===== src/rtl/ce_seq_pkg.sv =====
// ce_seq_pkg: shared state/owner encodings and defaults for the CE sequencer.
package ce_seq_pkg;
  localparam int DEF_OPW = 12;
  localparam int DEF_DW = 32;
  localparam logic [1:0] S_IDLE = 2'd0;
  localparam logic [1:0] S_BUSY = 2'd1;
  localparam logic [1:0] S_RESP = 2'd2;
  localparam logic OWN_CORE = 1'b0;
  localparam logic OWN_AUX = 1'b1;
  localparam logic [DEF_DW-1:0] TMO_RES = '0;
endpackage


===== src/rtl/ce_rr_arb.sv =====
// ce_rr_arb: combinational 2-way round-robin between core and aux requests.
module ce_rr_arb
  import ce_seq_pkg::*;
(
  input  logic       i_req_core,
  input  logic       i_req_aux,
  input  logic       i_en,
  input  logic       i_rr_last,
  output logic [1:0] o_gnt
);
  assign o_gnt[0] = i_en & i_req_core & (~i_req_aux | (i_rr_last == OWN_AUX));
  assign o_gnt[1] = i_en & i_req_aux & (~i_req_core | (i_rr_last == OWN_CORE));
endmodule


===== src/rtl/ce_seq.sv =====
// ce_seq: arbitrates core/aux access to one multi-cycle custom engine and
// sequences start, done, kill, timeout and per-requester result return.
module ce_seq
  import ce_seq_pkg::*;
#(
  parameter int OPW     = DEF_OPW,
  parameter int DW      = DEF_DW,
  parameter int TMO_CYC = 64,
  parameter int TMO_W   = 7
) (
  input  logic           SYSCLK,
  input  logic           RESET1,
  input  logic           CORE_REQ_E,
  input  logic [OPW-1:0] CORE_OP_E,
  input  logic [DW-1:0]  CORE_AOP_E,
  input  logic [DW-1:0]  CORE_BOP_E,
  input  logic           CORE_KILL_M,
  output logic           CORE_HOLD,
  output logic [DW-1:0]  CORE_RES,
  output logic           CORE_RES_VLD,
  input  logic           AUX_REQ,
  input  logic [OPW-1:0] AUX_OP,
  input  logic [DW-1:0]  AUX_AOP,
  input  logic [DW-1:0]  AUX_BOP,
  output logic           AUX_GNT,
  output logic [DW-1:0]  AUX_RES,
  output logic           AUX_RES_VLD,
  output logic           CE_START,
  output logic [OPW-1:0] CE_OP,
  output logic [DW-1:0]  CE_AOP,
  output logic [DW-1:0]  CE_BOP,
  input  logic           CE_DONE,
  input  logic [DW-1:0]  CE_RES,
  output logic           CE_ABORT,
  input  logic           ERR_CLR,
  output logic           TMO_ERR
);
  logic [1:0]       r_state;
  logic             r_owner, r_rr_last, r_err;
  logic [TMO_W-1:0] r_cnt;
  logic [OPW-1:0]   r_op;
  logic [DW-1:0]    r_aop, r_bop, r_core_res, r_aux_res;
  logic [1:0]       w_gnt;
  logic             w_busy, w_start, w_done, w_kill, w_tmo, w_end;

  ce_rr_arb u_arb (
    .i_req_core(CORE_REQ_E),
    .i_req_aux (AUX_REQ),
    .i_en      (r_state == S_IDLE),
    .i_rr_last (r_rr_last),
    .o_gnt     (w_gnt)
  );

  // counter is zero only in the first BUSY cycle, which doubles as the start cycle
  assign w_busy  = r_state == S_BUSY;
  assign w_start = w_busy & (r_cnt == '0);
  assign w_done  = w_busy & ~w_start & CE_DONE;
  assign w_kill  = w_busy & (r_owner == OWN_CORE) & CORE_KILL_M;
  assign w_tmo   = w_busy & ~w_done & ~w_kill & (r_cnt == TMO_W'(TMO_CYC - 1));
  assign w_end   = (w_done & ~w_kill) | w_tmo;

  assign CE_START     = w_start;
  assign CE_ABORT     = (w_kill & ~w_done) | w_tmo;
  assign CE_OP        = r_op;
  assign CE_AOP       = r_aop;
  assign CE_BOP       = r_bop;
  assign AUX_GNT      = w_gnt[1];
  assign CORE_RES_VLD = (r_state == S_RESP) & (r_owner == OWN_CORE);
  assign AUX_RES_VLD  = (r_state == S_RESP) & (r_owner == OWN_AUX);
  assign CORE_HOLD    = CORE_REQ_E & ~CORE_RES_VLD;
  assign CORE_RES     = r_core_res;
  assign AUX_RES      = r_aux_res;
  assign TMO_ERR      = r_err;

  always_ff @(posedge SYSCLK) begin
    if (RESET1) begin
      r_state    <= S_IDLE;
      r_owner    <= OWN_CORE;
      r_rr_last  <= OWN_AUX;
      r_cnt      <= '0;
      r_err      <= 1'b0;
      r_op       <= '0;
      r_aop      <= '0;
      r_bop      <= '0;
      r_core_res <= '0;
      r_aux_res  <= '0;
    end else begin
      if (|w_gnt) begin
        r_owner   <= w_gnt[1] ? OWN_AUX : OWN_CORE;
        r_rr_last <= w_gnt[1] ? OWN_AUX : OWN_CORE;
        r_op      <= w_gnt[1] ? AUX_OP : CORE_OP_E;
        r_aop     <= w_gnt[1] ? AUX_AOP : CORE_AOP_E;
        r_bop     <= w_gnt[1] ? AUX_BOP : CORE_BOP_E;
      end
      r_state <= (|w_gnt | (w_busy & ~w_kill & ~w_end)) ? S_BUSY : w_end ? S_RESP : S_IDLE;
      r_cnt   <= w_busy ? r_cnt + 1'b1 : '0;
      if (w_end & (r_owner == OWN_CORE)) r_core_res <= w_done ? CE_RES : DW'(TMO_RES);
      if (w_end & (r_owner == OWN_AUX)) r_aux_res <= w_done ? CE_RES : DW'(TMO_RES);
      r_err <= w_tmo | (r_err & ~ERR_CLR);
    end
  end
endmodule


===== config.mk =====
export PLATFORM = sky130hd
export DESIGN_NAME = ce_seq
export DESIGN_NICKNAME = d
export VERILOG_FILES = /design/src/rtl/ce_seq_pkg.sv /design/src/rtl/ce_rr_arb.sv /design/src/rtl/ce_seq.sv
export SDC_FILE = /design/constraint.sdc
export NUM_CORES = 1
export LEC_CHECK = 0
export ABC_AREA = 1
export ABC_CLOCK_PERIOD_IN_PS = 4100
export BUFFER_PORTS_ARGS = -buffer_cell sky130_fd_sc_hd__buf_2
export CAP_MARGIN = 40
export CELL_PAD_IN_SITES_DETAIL_PLACEMENT = 1
export CELL_PAD_IN_SITES_GLOBAL_PLACEMENT = 1
export CORE_MARGIN = 2
export CORE_UTILIZATION = 34
export DETAILED_ROUTE_END_ITERATION = 12
export GPL_TIMING_DRIVEN = 0
export MAX_ROUTING_LAYER = met4
export PLACE_DENSITY = 0.87
export REMOVE_ABC_BUFFERS = 1
export SYNTH_ARGS = -nofsm -noshare
export SYNTH_HDL_FRONTEND = slang
export SYNTH_SLANG_ARGS = --single-unit

===== constraint.sdc =====
create_clock -name SYSCLK -period 4.1 [get_ports SYSCLK]
set_clock_uncertainty 0.1 [all_clocks]
set_input_delay 0.615 -clock SYSCLK [delete_from_list [all_inputs] [get_ports SYSCLK]]
set_output_delay 0.615 -clock SYSCLK [all_outputs]
set_load 0.005 [all_outputs]

==> summary.md <==
| Metric | Value |
|---|---|
| Largest stage delay on the critical path | `0.66 ns` |
| Actual transition at the worst max-transition pin | `0.911 ns` |
| Largest net degree at the start of global routing | `81` |
| Initial Util | `34.6%` |
| CP bufs+invs | `0` |
| Final ANT Viol Nets | `0` |
| Seq pwr share | `43.4%` |
| Commonest non-fill, non-tap cell in the layout | `buf_2` |
| Slew HR | `39.3%` |
| Post-cts resize count | `0` |
| Vias in the first global route | `7134` |
| DRT iter0 DRCs | `352` |
| Residual DRC count | `3` |
| WL final | `24500 um` |
| Routability Congestion | `0.796` |
| Setup repair bufs after CTS | `0` |
| R2R setup slack | `1.18 ns` |
| Synth Area in Compound Gates | `18.1%` |
| Mux contribution to synthesized area | `0%` |
| Worst path depth | `8` |
| Crit path kind | `flop to flop` |
| Cell family with most CP delay | `simple AND/OR/NAND/NOR gates` |
| Non-Filler Instances | `1350` |
| Worst Hold Endpoint | `CE_AOP[1]` |
| YS warnings | `0` |
| Cell Int Power | `2.72 mW` |
| CP required | `4.25 ns` |
| Routed len/inst | `18.2 um` |
| RR Startpoint | `r_cnt[0]` |
| Synth unique cells | `29` |
| Routed vias | `7081` |
| CP max-delay cell | `nand2_2` |
| Static leakage | `4.16 nW` |
| Pre-antenna DRT Iters | `12` |
| Die Ht | `142 um` |
| Most frequent cells in the layout | `buf_2 (337), nand2_1 (173), dfxtp_1 (151), nand3_1 (144), o221ai_1 (61)` |
| Status | `finished with violations` |
| Boundary Pins | `338` |
| Port Buffers | `337` |
| Fraction of layout cells with a size suffix above 1 | `38.5%` |
| Area Overhead vs Synth | `36.8%` |
| Fmax | `0.343 GHz` |
| CTS max path bufs | `2` |
| Nets@finish | `1288` |
| Total Routing Usage GR | `24.3%` |
| Logic pwr share | `14.3%` |
| CTS H-tree depth | `4` |
| Total power draw | `3.72 mW` |
| Max_cap viols | `0` |
| Pwr dens | `422 nW/um^2` |
| Clock buffer count from CTS | `17` |
| Max IR drop VDD | `0.277 mV` |
| Crit. End Element | `flop` |
| Hold path startpoint | `AUX_AOP[1]` |
| Pins over their slew limit | `0` |
| Top-area cell type share of the netlist area | `47.1%` |
| Most Frequent Cell on Critical Path | `nand2_2` |
| Row cnt | `50` |
| Critical-path cell list | `ha_1, nand3_2, nor2_4, nand2_2, nand2_4, nand2_2, nand2_1, a21oi_1` |
| Remaining Overflow, GRT | `0` |
| DIE WIDTH | `142 um` |
| First-pass GRT wire length | `37700 um` |
| Core ar. | `18600 um^2` |
| Clock share of power | `42.3%` |
| Failing checks | `design-rule violations` |
| Sw power | `1.01 mW` |
| Worst-path clk slew | `0.06 ns` |
| Final Hold Viols | `0` |
| RSZ-0062 raised after global routing | `no` |
| Placed Cells | `1310` |
| Tcrit/Tclk final | `71.1%` |
| Filler instances | `2405` |
| Area leader, netlist | `dfxtp_1` |
| R2R cell count | `8` |
| Worst reg2reg endpoint | `AUX_RES[15]` |
| Crit path max fanout | `66` |
| CTS tree | `built` |
| Cells after Synth | `805` |
| Die area | `20100 um^2` |
| Clk sinks | `152` |
| # setup viols final | `0` |
| Vias/cell | `5.25` |
| Post-Synth Simple-Gate Area | `26.9%` |
| Clock root cell | `clkbuf_16` |
| Post-Syn Area | `6460 um^2` |
| Syn Area/Cell | `8.02 um^2` |
| Sw Share | `27.0%` |
| Critical Path AT | `3.07 ns` |
| Worst hold-check path type | `primary input to flop` |
| Initial antenna violation count | `8` |
| Synthesized flop and latch total | `152` |
| Fin crit period | `2.92 ns` |
| Clk Latency, worst-skew pair | `0.41 ns` |
| Design area | `8830 um^2` |
| Area after DPL | `8230 um^2` |
| DP HPWL | `16900 um` |
| Post-synthesis xor/xnor area fraction | `0%` |
| Synth area leaders | `dfxtp_1 (47%), nand3_1 (11%), nand2_1 (10%), o221ai_1 (8.3%), a21oi_2 (4.1%)` |
| # hold bufs at CTS | `0` |
| Largest family of logic cells by synthesized area | `simple AND/OR/NAND/NOR gates` |
| Synth Area in Adders | `0.388%` |
| Hold Crit Depth | `3` |
| Post-synthesis sequential area ratio | `47.1%` |
| Critical Path Source Type | `flop` |
cell families after synthesis:
kind of cell / after synthesis
AO/OA/AOI/OAI: 164
adder cells (fa/ha/maj): 2
buffers and inverters: 92
flip-flops: 152
AND/OR/NAND/NOR: 395
synthesized netlist by cell type:
cell type,number
a21oi_1,39
a21oi_2,30
buf_1,3
buf_12,4
buf_2,25
buf_4,7
buf_6,2
clkbuf_1,33
clkinv_2,1
dfxtp_1,152
ha_1,2
inv_1,16
inv_2,1
nand2_1,174
nand2_2,3
nand2_4,1
nand3_1,144
nand3_2,3
nand3b_1,1
nor2_1,59
nor2_2,3
nor2_4,2
nor3b_1,2
o21ai_0,23
o21ai_1,9
o21ai_2,1
o221ai_1,61
o22ai_1,1
or2_2,3
registers in the layout (all words and copies together) (netlist names):
name and flops:
AUX_RES 32, CE_AOP 32, CE_BOP 32, CE_OP 12, CORE_RES 32, TMO_ERR 1
r_cnt 7, r_owner 1, r_rr_last 1, r_state 2
worst register-to-register path, cell delays in order, from the launching register on:
cell,delay (ns)
dfxtp_1,0.37
ha_1,0.23
nand3_2,0.15
nor2_4,0.16
nand2_2,0.08
nand2_4,0.63
nand2_2,0.67
nand2_1,0.27
a21oi_1,0.10
area by class of cell:
class	count	area, um^2	share of cell area (%)
tap	234	293	3.31
timing repair buffer	345	1870	21.2
antenna	8	20.0	0.227
clock inverter	10	120	1.36
sequential	152	3040	34.5
multi-input combinational	561	2950	33.4
clock buffer	22	464	5.26
inverter	18	73.8	0.836
power groups by stage:
stage | Clock [mW] | Combinational [mW] | Sequential, mW
final | 1.58 | 0.532 | 1.62
after global routing | 1.67 | 0.585 | 1.62
after CTS | 1.61 | 0.535 | 1.61
after detailed placement | 0 | 0.531 | 1.64
after global placement | 0 | 0.485 | 1.65
after floorplan | 0 | 0.204 | 1.66
worst max-delay path by stage:
stage                startpoint          end  slack (ns)
floorplan               AUX_REQ    CE_AOP[0]       -0.06
global placement        AUX_REQ    CE_AOP[9]       -3.93
detailed placement  CORE_KILL_M   AUX_RES[1]        1.12
CTS                    r_cnt[0]  AUX_RES[15]        1.15
global route           r_cnt[0]  AUX_RES[15]        0.93
finish                 r_cnt[0]  AUX_RES[15]        1.18
per-stage QoR:
stage                     util [%]  setup TNS (ns)  setup WS [ns]  hold WS (ns)
final                         47.4               0           1.18         0.342
after global routing          47.4               0          0.934         0.348
after detailed placement      44.1               0           1.12         0.347
after floorplan                  -           -2.97        -0.0568         0.329
after global placement        43.0         -287.87          -3.93         0.345
after CTS                     47.3               0           1.15         0.322
routing by layer:
metal  GRT usage [%]  share of wire, %  wire length (um)  up-vias
li1                -                 -                 -     3380
met1            28.5                41             10000     3385
met2            39.1                49             12100      279
met3            7.02               7.6              1860       37
met4            10.6               2.3               574        0
met5               -                 0                 0        -
(Power assumes the default switching activity.)
